<file path="src/rtl/fetch_stage.sv">
//==============================================================================
// Module   : fetch_stage
// Brief    : RISC-V instruction-fetch stage. Owns the PC, addresses the
//            asynchronous instruction ROM and fills the IF/ID register.
//            Supports stall, taken-branch redirect with flush, and halt on
//            EBREAK.
// Revision : 1.0 - initial release
//==============================================================================
`default_nettype none

module fetch_stage #(
  parameter int                     TAM_POSICIONES = 1024,
  parameter int                     TAM_PALABRA    = 32,
  parameter logic [31:0]            RESET_PC       = 32'h0000_0000,
  parameter logic [TAM_PALABRA-1:0] NOP_INSTR      = 32'h0000_0013,
  localparam int                    AW             = $clog2(TAM_POSICIONES)
) (
  input  logic                   CLK,
  input  logic                   RESET,
  input  logic                   STALL,
  input  logic                   BRANCH_TAKEN,
  input  logic [31:0]            BRANCH_TARGET,
  output logic                   READ_EN,
  output logic [AW-1:0]          INS_ADDRESS,
  input  logic [TAM_PALABRA-1:0] INSTRUCTION_IN,
  output logic [31:0]            PC_ID,
  output logic [TAM_PALABRA-1:0] INSTRUCTION_ID,
  output logic                   VALID_ID,
  output logic                   HALTED,
  output logic                   MISALIGNED
);

  localparam logic [1:0] S_BOOT = 2'd0;
  localparam logic [1:0] S_RUN  = 2'd1;
  localparam logic [1:0] S_HALT = 2'd2;

  localparam logic [TAM_PALABRA-1:0] C_EBREAK = TAM_PALABRA'(32'h0010_0073);

  logic [1:0]             state_q, state_d;
  logic [31:0]            pc_q, pc_d;
  logic [31:0]            pc_id_q, pc_id_d;
  logic [TAM_PALABRA-1:0] instr_id_q, instr_id_d;
  logic                   valid_id_q, valid_id_d;
  logic                   mis_q, mis_d;
  logic                   is_ebreak;

  assign is_ebreak = (INSTRUCTION_IN == C_EBREAK);

  // State register.
  always_ff @(posedge CLK or posedge RESET) begin
    if (RESET) state_q <= S_BOOT;
    else       state_q <= state_d;
  end

  // Next-state: BOOT lasts one cycle; a non-redirected, non-stalled EBREAK halts.
  always_comb begin
    state_d = state_q;
    case (state_q)
      S_BOOT: state_d = S_RUN;
      S_RUN:  if (!BRANCH_TAKEN && !STALL && is_ebreak) state_d = S_HALT;
      S_HALT: state_d = S_HALT;
      default: state_d = S_BOOT;
    endcase
  end

  // State-decoded outputs.
  always_comb begin
    READ_EN = (state_q == S_RUN);
    HALTED  = (state_q == S_HALT);
  end

  // Datapath next values: branch beats stall beats normal fetch.
  always_comb begin
    pc_d       = pc_q;
    pc_id_d    = pc_id_q;
    instr_id_d = instr_id_q;
    valid_id_d = valid_id_q;
    mis_d      = 1'b0;
    case (state_q)
      S_RUN: begin
        if (BRANCH_TAKEN) begin
          // Redirect: realign target, flush IF/ID with a bubble.
          pc_d       = {BRANCH_TARGET[31:2], 2'b00};
          instr_id_d = NOP_INSTR;
          valid_id_d = 1'b0;
          mis_d      = |BRANCH_TARGET[1:0];
        end else if (!STALL) begin
          pc_id_d    = pc_q;
          instr_id_d = INSTRUCTION_IN;
          valid_id_d = 1'b1;
          // EBREAK freezes the PC on its own address.
          if (!is_ebreak) pc_d = pc_q + 32'd4;
        end
      end
      S_HALT: begin
        // Drain: once downstream accepts the EBREAK, feed bubbles.
        if (!STALL) begin
          instr_id_d = NOP_INSTR;
          valid_id_d = 1'b0;
        end
      end
      default: ;
    endcase
  end

  // PC and IF/ID pipeline registers.
  always_ff @(posedge CLK or posedge RESET) begin
    if (RESET) begin
      pc_q       <= RESET_PC;
      pc_id_q    <= 32'd0;
      instr_id_q <= NOP_INSTR;
      valid_id_q <= 1'b0;
      mis_q      <= 1'b0;
    end else begin
      pc_q       <= pc_d;
      pc_id_q    <= pc_id_d;
      instr_id_q <= instr_id_d;
      valid_id_q <= valid_id_d;
      mis_q      <= mis_d;
    end
  end

  // ROM word index; PCs past the ROM alias modulo its size.
  assign INS_ADDRESS    = pc_q[AW+1:2];
  assign PC_ID          = pc_id_q;
  assign INSTRUCTION_ID = instr_id_q;
  assign VALID_ID       = valid_id_q;
  assign MISALIGNED     = mis_q;

endmodule

`default_nettype wire

</file>
<file path="config.mk">
export PLATFORM = sky130hd
export DESIGN_NAME = fetch_stage
export DESIGN_NICKNAME = d
export VERILOG_FILES = /design/src/rtl/fetch_stage.sv
export SDC_FILE = /design/constraint.sdc
export NUM_CORES = 1
export LEC_CHECK = 0
export ABC_AREA = 1
export CAP_MARGIN = 20
export CORE_MARGIN = 2
export CORE_UTILIZATION = 25
export CTS_BUF_LIST = sky130_fd_sc_hd__clkbuf_8 sky130_fd_sc_hd__clkbuf_16
export DETAILED_ROUTE_END_ITERATION = 16
export DONT_BUFFER_PORTS = 1
export SLEW_MARGIN = 20
export SYNTH_ARGS = -nofsm -noshare
export SYNTH_HDL_FRONTEND = slang
export SYNTH_SLANG_ARGS = --single-unit
</file>
<file path="constraint.sdc">
create_clock -name CLK -period 3.65 [get_ports CLK]
set_input_delay 0.73 -clock CLK [delete_from_list [all_inputs] [get_ports CLK]]
set_output_delay 0.73 -clock CLK [all_outputs]
set_load 0.01 [all_outputs]
</file>
==> results_dict.tcl, run 1 <==
set metrics [dict create \
    wl_met2_mm 6.66 \
    die_span_in_x_um 147 \
    drtPass1Iterations 4 \
    unrepaired_setup_endpoints_after_global_routing "false" \
    timing.slew.headroom_pct 47.4 \
    core_area_mm2 0.0202 \
    design.die.area_mm2 0.0217 \
    achievable-frequency_mhz 437 \
    post-cts-setup-buffers 0 \
    cts.repair.resized 0 \
    pwr_density_cell_mw_per_mm2 491 \
    cp-start-kind "register" \
    overall_die_height_um 147 \
    vdd.ir_drop.worst_mv 0.219 \
    detailroute.wirelength.met3_mm 1.33 \
    report.final.setup_viol 0 \
    post_synth_instance_area_mm2 0.00512 \
    run_status "completed" \
    highest_count_cells_in_the_layout_ignoring_fill_and_taps "sky130_fd_sc_hd__nand2_1 (231), sky130_fd_sc_hd__dfrtp_1 (93), sky130_fd_sc_hd__o21ai_0 (61), sky130_fd_sc_hd__inv_1 (57), sky130_fd_sc_hd__nand3_1 (57)" \
    required_arrival_time_at_the_worst_endpoint_ns 3.93 \
    critPathSlowestCell "sky130_fd_sc_hd__buf_4" \
    routed_via_density 4.45 \
    synth_cell_types 28 \
    final_common_cell "sky130_fd_sc_hd__nand2_1" \
    critPathCaptureType "register" \
    cts.sink_count 96 \
    io_pins 146 \
    timing.critical_path.max_delay_family "simple AND/OR/NAND/NOR gates" \
    drt_iter0_drc 250 \
    grt_first_pass_wirelength_mm 22.8 \
    crit_arrival_ns 2.57 \
    timing.critical_path.buf_inv 3 \
    clk_path_buf_depth 2 \
    numPortBuffers 0 \
    start_util_pct 25.4 \
    total_via_count_in_the_routed_design 4194 \
    num_rows 52 \
    whs_ns 0.250 \
    cts_buffers 9 \
    grt_max_degree 61 \
    ctsRootBufferMaster "sky130_fd_sc_hd__clkbuf_16" \
    synthToLayoutAreaGrowth_pct 9.45 \
    synth_seq_area_share_pct 47.0 \
    slew_violations 0 \
    layout.core_utilization_pct 27.8 \
    clk-insertion-delay-late_ns 0.36 \
    ys_warn_count 0 \
    totalNegativeSetupSlack_ns 0 \
    drt.antenna.violating_nets 0 \
    postSynthAreaPerCell_um2 7.48 \
    synthCells 685 \
    wire_per_inst_um 15.4 \
    hold_viol_final 0 \
    cts_max_level 3 \
    layout_min_cycle_time_ns 2.29 \
    cts.clk_slew.worst_paths_ns 0.08 \
    layout_cells_sized_above_1_pct 12.0 \
    grt_antenna_before_repair 7 \
    cpPeakStageDelay_ns 0.45 \
    leakagePower_nw 2.63 \
    nets 736 \
    maxUsedRoutingLayer "met5" \
    series_of_cell_instances_along_the_critical_path "inv_1, ha_1, nand2_1, inv_1, nand2_2, nand2_2, buf_4, nand2_1, o21ai_1" \
    ys_seq_elements 96 \
    groute.usage.overall_pct 13.6 \
    cts_tree "yes" \
    met1_length_mm 6.25 \
    worst_pin_slew_ns 0.788 \
    grt-ovfl-total 0 \
    hold_buffers 0 \
    timing.final.crit_share_pct 62.7 \
    routed_wl_mm 14.5 \
    fillCellCount 2232 \
    gp_weighted_congestion 0.861 \
    cap_viol_max_count 0 \
    first_global_vias 4005 \
    route.detailed.drc 0 \
    criticalPathCategory "reg2reg" \
    crit_path_max_fanout 29 \
    holdCritPathClass "in2async" \
    dp.final_hpwl_mm 10.9 \
    timing.clock.skew_ns 0.0100 \
]
==> registers in the layout (all words and copies together) (netlist names) <==
name and cells:
MISALIGNED 1, VALID_ID 1, pc_q 30, state_q 2, INSTRUCTION_ID 32, PC_ID 30
==> layer usage <==
| layer | vias up | global-route usage [%] |
|---|---|---|
| li1 | 2116 | - |
| met2 | 114 | 21.1 |
| met3 | 24 | 5.43 |
| met1 | 1934 | 17.3 |
| met4 | 6 | 4.90 |
| met5 | - | 0 |
==> area by class of cell <==
cell class / instances / area (um^2) / area share (%)
antenna: 4 / 10.0 / 0.179
clock buffer: 9 / 225 / 4.02
clock inverter: 7 / 95.1 / 1.70
inverter: 73 / 277 / 4.93
multi-input combinational: 479 / 2220 / 39.6
sequential: 96 / 2410 / 42.9
tap: 270 / 338 / 6.03
timing repair buffer: 5 / 37.5 / 0.669
==> stage by stage <==
step	power (mW)	instance area [um^2]	setup slack, ns	instances
after global placement	1.74	5280	1.09	923
after CTS	2.79	5600	1.34	939
final	2.75	5610	1.36	943
after floorplan	1.66	5130	0.420	686
after detailed placement	1.75	5280	1.06	923
after global routing	2.92	5600	1.11	940
==> kinds of logic after synthesis <==
logic type / share of synthesized area [%]
AOI/OAI and AO/OA: 11.1
xor gates and xnor gates: 0.342
adders and majority gates: 0.977
buffers and inverters: 9.79
DFF: 47.0
other: 0.0732
and+or+nand+nor: 30.8
==> synthesized netlist by cell type (all sizes together) <==
library cell,instances,area share [%]
inv,73,5.3
ha,4,0.98
o41ai,1,0.17
o21ai,88,9.4
nand3,60,6.2
nand2,241,18
nor2,60,5.1
buf,24,3.4
clkbuf,14,1.0
o22a,3,0.51
a22o,3,0.51
or2,8,0.98
a31oi,4,0.49
dfstp,3,1.5
and2,2,0.24
conb,1,0.073
xor2,2,0.34
dfrtp,93,45
nand3b,1,0.15
==> path summary, 6_finish.rpt <==
kind | from | endpoint | cells past startpoint | slack, ns
max in group asynchronous | RESET | INSTRUCTION_ID[4]$_DFFE_PP1P_ | 2 | 2.59
setup / recovery | state_q[1]$_DFFE_PP0P_ | pc_q[15]$_DFFE_PP0P_ | 9 | 1.36
hold reg to reg | PC_ID[8]$_DFFE_PP0P_ | PC_ID[8]$_DFFE_PP0P_ | 2 | 0.55
hold / removal | RESET | PC_ID[6]$_DFFE_PP0P_ | 1 | 0.25
setup reg to reg | state_q[1]$_DFFE_PP0P_ | pc_q[15]$_DFFE_PP0P_ | 9 | 1.36
min in group CLK | BRANCH_TAKEN | INSTRUCTION_ID[31]$_DFFE_PP0P_ | 1 | 0.47
==> where the power goes <==
part	internal, mW	total (mW)	switching (mW)
logic	0.114	0.338	0.223
clock network	0.555	1.03	0.478
registers	1.20	1.38	0.187
Power figures use the tool's default switching activity.
==> inputs of run 2 (changes only) <==
==> constraint.sdc (replaced) <==
create_clock -name CLK -period 2.3 [get_ports CLK]
set_input_delay 0.46 -clock CLK [delete_from_list [all_inputs] [get_ports CLK]]
set_output_delay 0.46 -clock CLK [all_outputs]
set_load 0.01 [all_outputs]
==> run 2 against run 1 <==
Against the previous run: via count up 1.6%; power up 58%; sequential power up 59%; clock skew up 0.00067 ns; largest power group unchanged; highest routed layer unchanged.
==> results_dict.tcl, run 2 (synthesis results as in run 1) <==
set metrics [dict create \
    post-cts-setup-buffers 0 \
    first_global_vias 4060 \
    design.die.area_mm2 0.0217 \
    overall_die_height_um 147 \
    run_status "completed" \
    io_pins 146 \
    final_common_cell "sky130_fd_sc_hd__nand2_1" \
    critPathCaptureType "register" \
    cts.sink_count 96 \
    drtPass1Iterations 5 \
    grt_max_degree 97 \
    dp.final_hpwl_mm 10.8 \
    required_arrival_time_at_the_worst_endpoint_ns 2.54 \
    cts_tree "yes" \
    leakagePower_nw 2.64 \
    groute.usage.overall_pct 13.9 \
    synthToLayoutAreaGrowth_pct 10.1 \
    unrepaired_setup_endpoints_after_global_routing "false" \
    grt_antenna_before_repair 7 \
    slew_violations 0 \
    cap_viol_max_count 0 \
    holdCritPathClass "in2async" \
    routed_wl_mm 14.7 \
    layout_cells_sized_above_1_pct 12.2 \
    grt_first_pass_wirelength_mm 23.3 \
    gp_weighted_congestion 0.830 \
    report.final.setup_viol 0 \
    series_of_cell_instances_along_the_critical_path "ha_1, nand2_1, nor2_4, nand2_1, nor2_1, nand3_1, nand3_1, nand2_1, nand2_1, nand2_1" \
    wire_per_inst_um 15.5 \
    vdd.ir_drop.worst_mv 0.373 \
    cts_buffers 9 \
    ctsRootBufferMaster "sky130_fd_sc_hd__clkbuf_16" \
    die_span_in_x_um 147 \
    routed_via_density 4.51 \
    layout_min_cycle_time_ns 1.85 \
    crit_path_max_fanout 5 \
    drt.antenna.violating_nets 0 \
    num_rows 52 \
    route.detailed.drc 0 \
    number_of_flip_flops_in_the_largest_register 32 \
    hold_viol_final 0 \
    core_area_mm2 0.0202 \
    critical-path-top-cell-by-count "sky130_fd_sc_hd__nand2_1" \
    drt_iter0_drc 257 \
    nets 738 \
    timing.slew.headroom_pct 62.5 \
    criticalPathCategory "reg2reg" \
    fillCellCount 2208 \
    hold_buffers 0 \
    clk_path_buf_depth 2 \
    cts_max_level 3 \
    grt-ovfl-total 0 \
    highest_count_cells_in_the_layout_ignoring_fill_and_taps "sky130_fd_sc_hd__nand2_1 (231), sky130_fd_sc_hd__dfrtp_1 (93), sky130_fd_sc_hd__o21ai_0 (61), sky130_fd_sc_hd__inv_1 (57), sky130_fd_sc_hd__nand3_1 (57)" \
    worst_pin_slew_ns 0.562 \
    pwr_density_cell_mw_per_mm2 774 \
    timing.clock.skew_ns 0.0107 \
    cts.repair.resized 0 \
    cts.clk_slew.worst_paths_ns 0.08 \
    total_via_count_in_the_routed_design 4260 \
    crit_arrival_ns 2.10 \
    clk-insertion-delay-late_ns 0.35 \
    timing.final.crit_share_pct 80.6 \
    critPathSlowestCell "sky130_fd_sc_hd__dfrtp_1" \
    cp-start-kind "register" \
    layout.core_utilization_pct 28.0 \
    achievable-frequency_mhz 539 \
    totalNegativeSetupSlack_ns 0 \
    numPortBuffers 0 \
    cpPeakStageDelay_ns 0.49 \
    start_util_pct 25.4 \
]
==> run 2: changes by cell type in the layout (fill, tap and decap cells not counted) <==
cell / previous run / this run
sky130_fd_sc_hd__inv_6: 3 / 1
sky130_fd_sc_hd__clkinv_8: 1 / 0
sky130_fd_sc_hd__buf_12: 0 / 2
sky130_fd_sc_hd__clkinvlp_4: 0 / 1
sky130_fd_sc_hd__clkinv_4: 0 / 3
sky130_fd_sc_hd__inv_4: 1 / 0
==> run 2: through the flow <==
step | hold slack (ns) | setup WS [ns] | power [mW] | instances | cell area, um^2
CTS | 0.165 | 0.411 | 4.43 | 941 | 5630
detailed placement | 0.521 | 0.416 | 2.79 | 925 | 5320
global route | 0.167 | 0.213 | 4.61 | 942 | 5630
finish | 0.127 | 0.445 | 4.36 | 945 | 5640
global placement | 0.513 | 0.467 | 2.78 | 925 | 5320
floorplan | 0.498 | 0.683 | 2.63 | 686 | 5130
==> run 2: cell type report <==
| class | count | area [um^2] | share of cell area (%) |
|---|---|---|---|
| tap | 270 | 338 | 5.99 |
| clock buffer | 9 | 225 | 3.99 |
| antenna | 4 | 10.0 | 0.177 |
| clock inverter | 7 | 87.6 | 1.55 |
| inverter | 73 | 278 | 4.92 |
| multi-input combinational | 479 | 2220 | 39.3 |
| timing repair buffer | 7 | 77.6 | 1.38 |
| sequential | 96 | 2410 | 42.7 |
==> run 2: final timing paths <==
path | from | to | slack, ns | cells after the start
worst min register to register | pc_q[31]$_DFFE_PP0P_ | pc_q[31]$_DFFE_PP0P_ | 0.54 | 2
min in group CLK | BRANCH_TAKEN | INSTRUCTION_ID[31]$_DFFE_PP0P_ | 0.20 | 1
max in group asynchronous | RESET | PC_ID[23]$_DFFE_PP0P_ | 1.75 | 2
worst max register to register | pc_q[3]$_DFFE_PP0P_ | pc_q[24]$_DFFE_PP0P_ | 0.45 | 10
worst min-delay path | RESET | INSTRUCTION_ID[22]$_DFFE_PP0P_ | 0.13 | 2
worst max-delay path | pc_q[3]$_DFFE_PP0P_ | pc_q[24]$_DFFE_PP0P_ | 0.45 | 10
==> run 2: power breakdown <==
part,total [mW],internal [mW],switching [mW]
Combinational,0.547,0.189,0.359
Clock,1.62,0.870,0.747
Sequential,2.20,1.90,0.301
==> run 2: worst max-delay path, delay by kind of cell (launching register included) <==
family / cells / cell delay (ns)
fa+ha+maj: 1 / 0.23
flops: 1 / 0.49
simple gates: 9 / 1.04
==> run 2: per-layer routing <==
| layer | vias up | track usage (%) | share of wire (%) |
|---|---|---|---|
| met5 | - | 0 | 0.18 |
| met1 | 1985 | 18.1 | 43 |
| met2 | 136 | 21.0 | 46 |
| met3 | 26 | 5.00 | 8.4 |
| li1 | 2107 | - | - |
| met4 | 6 | 5.53 | 2.7 |
==> inputs of run 3 (changes only) <==
==> constraint.sdc (replaced) <==
create_clock -name CLK -period 1.6 [get_ports CLK]
set_input_delay 0.32 -clock CLK [delete_from_list [all_inputs] [get_ports CLK]]
set_output_delay 0.32 -clock CLK [all_outputs]
set_load 0.01 [all_outputs]
==> run 3 against run 2 <==
Against the previous run: global-route usage grew 0.34 points; combinational power grew 85%; die area is the same; critical path type is now reg2out.
==> results_dict.tcl, run 3 (synthesis results as in run 1) <==
set metrics [dict create \
    run_status "completed" \
    die_span_in_x_um 147 \
    final_common_cell "sky130_fd_sc_hd__nand2_1" \
    cts.sink_count 96 \
    layout_min_cycle_time_ns 1.57 \
    report.final.setup_viol 0 \
    routed_via_density 4.45 \
    overall_die_height_um 147 \
    r2r-start "pc_q[3]$_DFFE_PP0P_" \
    drt.antenna.violating_nets 0 \
    numPortBuffers 0 \
    slew_violations 0 \
    holdCritPathClass "in2reg" \
    clk_path_buf_depth 2 \
    grt_antenna_before_repair 7 \
    drtPass1Iterations 5 \
    criticalPathCategory "reg2out" \
    post_place_instance_area_mm2 0.00562 \
    cts_buffers 9 \
    groute.usage.overall_pct 14.2 \
    num_rows 52 \
    timing.final.crit_share_pct 98.1 \
    route.detailed.drc 0 \
    synthToLayoutAreaGrowth_pct 20.2 \
    number_of_flip_flops_in_the_largest_register 32 \
    grt_first_pass_wirelength_mm 23.7 \
    first_global_vias 4212 \
    fillCellCount 2198 \
    post-route-worst-setup-slack_ns 0.0300 \
    timing.clock.skew_ns 0.00996 \
    rrSetupSlack_ns 0.05 \
    required_arrival_time_at_the_worst_endpoint_ns 1.28 \
    design.die.area_mm2 0.0217 \
    pwr_density_cell_mw_per_mm2 1060 \
    nets 778 \
    final-instance-count-excl-fill 983 \
    post-place-cells 957 \
    crit_arrival_ns 1.25 \
    ctsRootBufferMaster "sky130_fd_sc_hd__clkbuf_16" \
    layout.core_utilization_pct 30.5 \
    timing.reg2reg.worst_path_depth 11 \
    crit_path_max_fanout 4 \
    start_util_pct 25.4 \
    rr_endpoint "pc_q[21]$_DFFE_PP0P_" \
    cp-start-kind "register" \
    routed_wl_mm 15.3 \
    critPathCaptureType "output port" \
    detailedPlace.worstSlack_ns -0.0294 \
    grt_max_degree 61 \
    achievable-frequency_mhz 637 \
    core_area_mm2 0.0202 \
    cts.clk_slew.worst_paths_ns 0.07 \
    highest_count_cells_in_the_layout_ignoring_fill_and_taps "sky130_fd_sc_hd__nand2_1 (224), sky130_fd_sc_hd__dfrtp_1 (89), sky130_fd_sc_hd__nand3_1 (57), sky130_fd_sc_hd__inv_1 (56), sky130_fd_sc_hd__o21ai_0 (53)" \
    whs_ns 0.0620 \
    timing.slew.headroom_pct 61.3 \
    vdd.ir_drop.worst_mv 0.545 \
    totalPowerFinal_mw 6.53 \
    wire_per_inst_um 15.6 \
    totalNegativeSetupSlack_ns 0 \
    cts_max_level 3 \
    hold_viol_final 0 \
    dp.final_hpwl_mm 11.3 \
    timing.hold.worst_path_depth 1 \
    fin_area_mm2 0.00616 \
    unrepaired_setup_endpoints_after_global_routing "true" \
    layout_cells_sized_above_1_pct 20.0 \
    io_pins 146 \
    drt_iter0_drc 273 \
    hold_path_end "INSTRUCTION_ID[31]$_DFFE_PP0P_" \
    leakagePower_nw 2.89 \
    cap_viol_max_count 0 \
    cts_tree "yes" \
    worst_hold_startpoint "BRANCH_TAKEN" \
    grt-ovfl-total 0 \
    clk-insertion-delay-late_ns 0.36 \
    gp_weighted_congestion 0.829 \
    worst_pin_slew_ns 0.579 \
    total_via_count_in_the_routed_design 4372 \
]
==> run 3: cell types whose count changed in the layout (fill, tap and decap cells not counted), moves of 5 or more <==
cell and delta:
sky130_fd_sc_hd__buf_12 +5, sky130_fd_sc_hd__nor2_1 -6, sky130_fd_sc_hd__buf_4 +33, sky130_fd_sc_hd__o21ai_0 -8, sky130_fd_sc_hd__nor2_4 +6, sky130_fd_sc_hd__nand2_1 -7
sky130_fd_sc_hd__nand2_2 +5, sky130_fd_sc_hd__o21ai_1 +7
==> run 3: worst max path at each step <==
stage | from | to | slack [ns]
after floorplan | state_q[1]$_DFFE_PP0P_ | INSTRUCTION_ID[14]$_DFFE_PP0P_ | 0.03
after global placement | INSTRUCTION_IN[13] | pc_q[2]$_DFFE_PP0P_ | 0.005
after detailed placement | pc_q[3]$_DFFE_PP0P_ | pc_q[14]$_DFFE_PP0P_ | -0.03
after CTS | pc_q[3]$_DFFE_PP0P_ | pc_q[16]$_DFFE_PP0P_ | -0.01
after global routing | pc_q[3]$_DFFE_PP0P_ | pc_q[26]$_DFFE_PP0P_ | -0.06
final | state_q[0]$_DFFE_PP0P_ | HALTED | 0.03
==> run 3: critical path, stage by stage, from the launching register on <==
cell and delay [ns]:
sky130_fd_sc_hd__dfrtp_1 0.42, sky130_fd_sc_hd__inv_1 0.15, sky130_fd_sc_hd__ha_4 0.19, sky130_fd_sc_hd__buf_4 0.13
==> run 3: repair_timing <==
item,in CTS,in global routing
hold endpoints to repair,18,0
hold buffers,1,0
setup buffers,0,6
resized for setup,5,39
pin swaps,2,4
gates cloned,0,1
endpoints found under the setup margin,10,72
==> run 3: layer usage <==
layer	GRT usage (%)	up-vias	wire [um]
li1	-	2187	-
met1	18.1	2048	6690
met2	22.7	108	7260
met3	5.06	21	1090
met4	4.28	8	233
met5	0	-	42
==> run 3: final cells by class <==
class | count | area [um^2] | share of cell area [%]
repair buffers | 47 | 460 | 7.48
clock inverters | 6 | 93.8 | 1.52
multi-input cells | 479 | 2340 | 38.0
diodes | 3 | 7.51 | 0.122
clock buffers | 9 | 225 | 3.66
inverters | 73 | 283 | 4.59
flip-flops and latches | 96 | 2410 | 39.2
well taps | 270 | 338 | 5.49
==> run 3: report_power, final <==
group | switching, mW | internal (mW) | total, mW
clock | 1.02 | 1.37 | 2.40
sequential | 0.391 | 2.73 | 3.12
combinational | 0.607 | 0.405 | 1.01
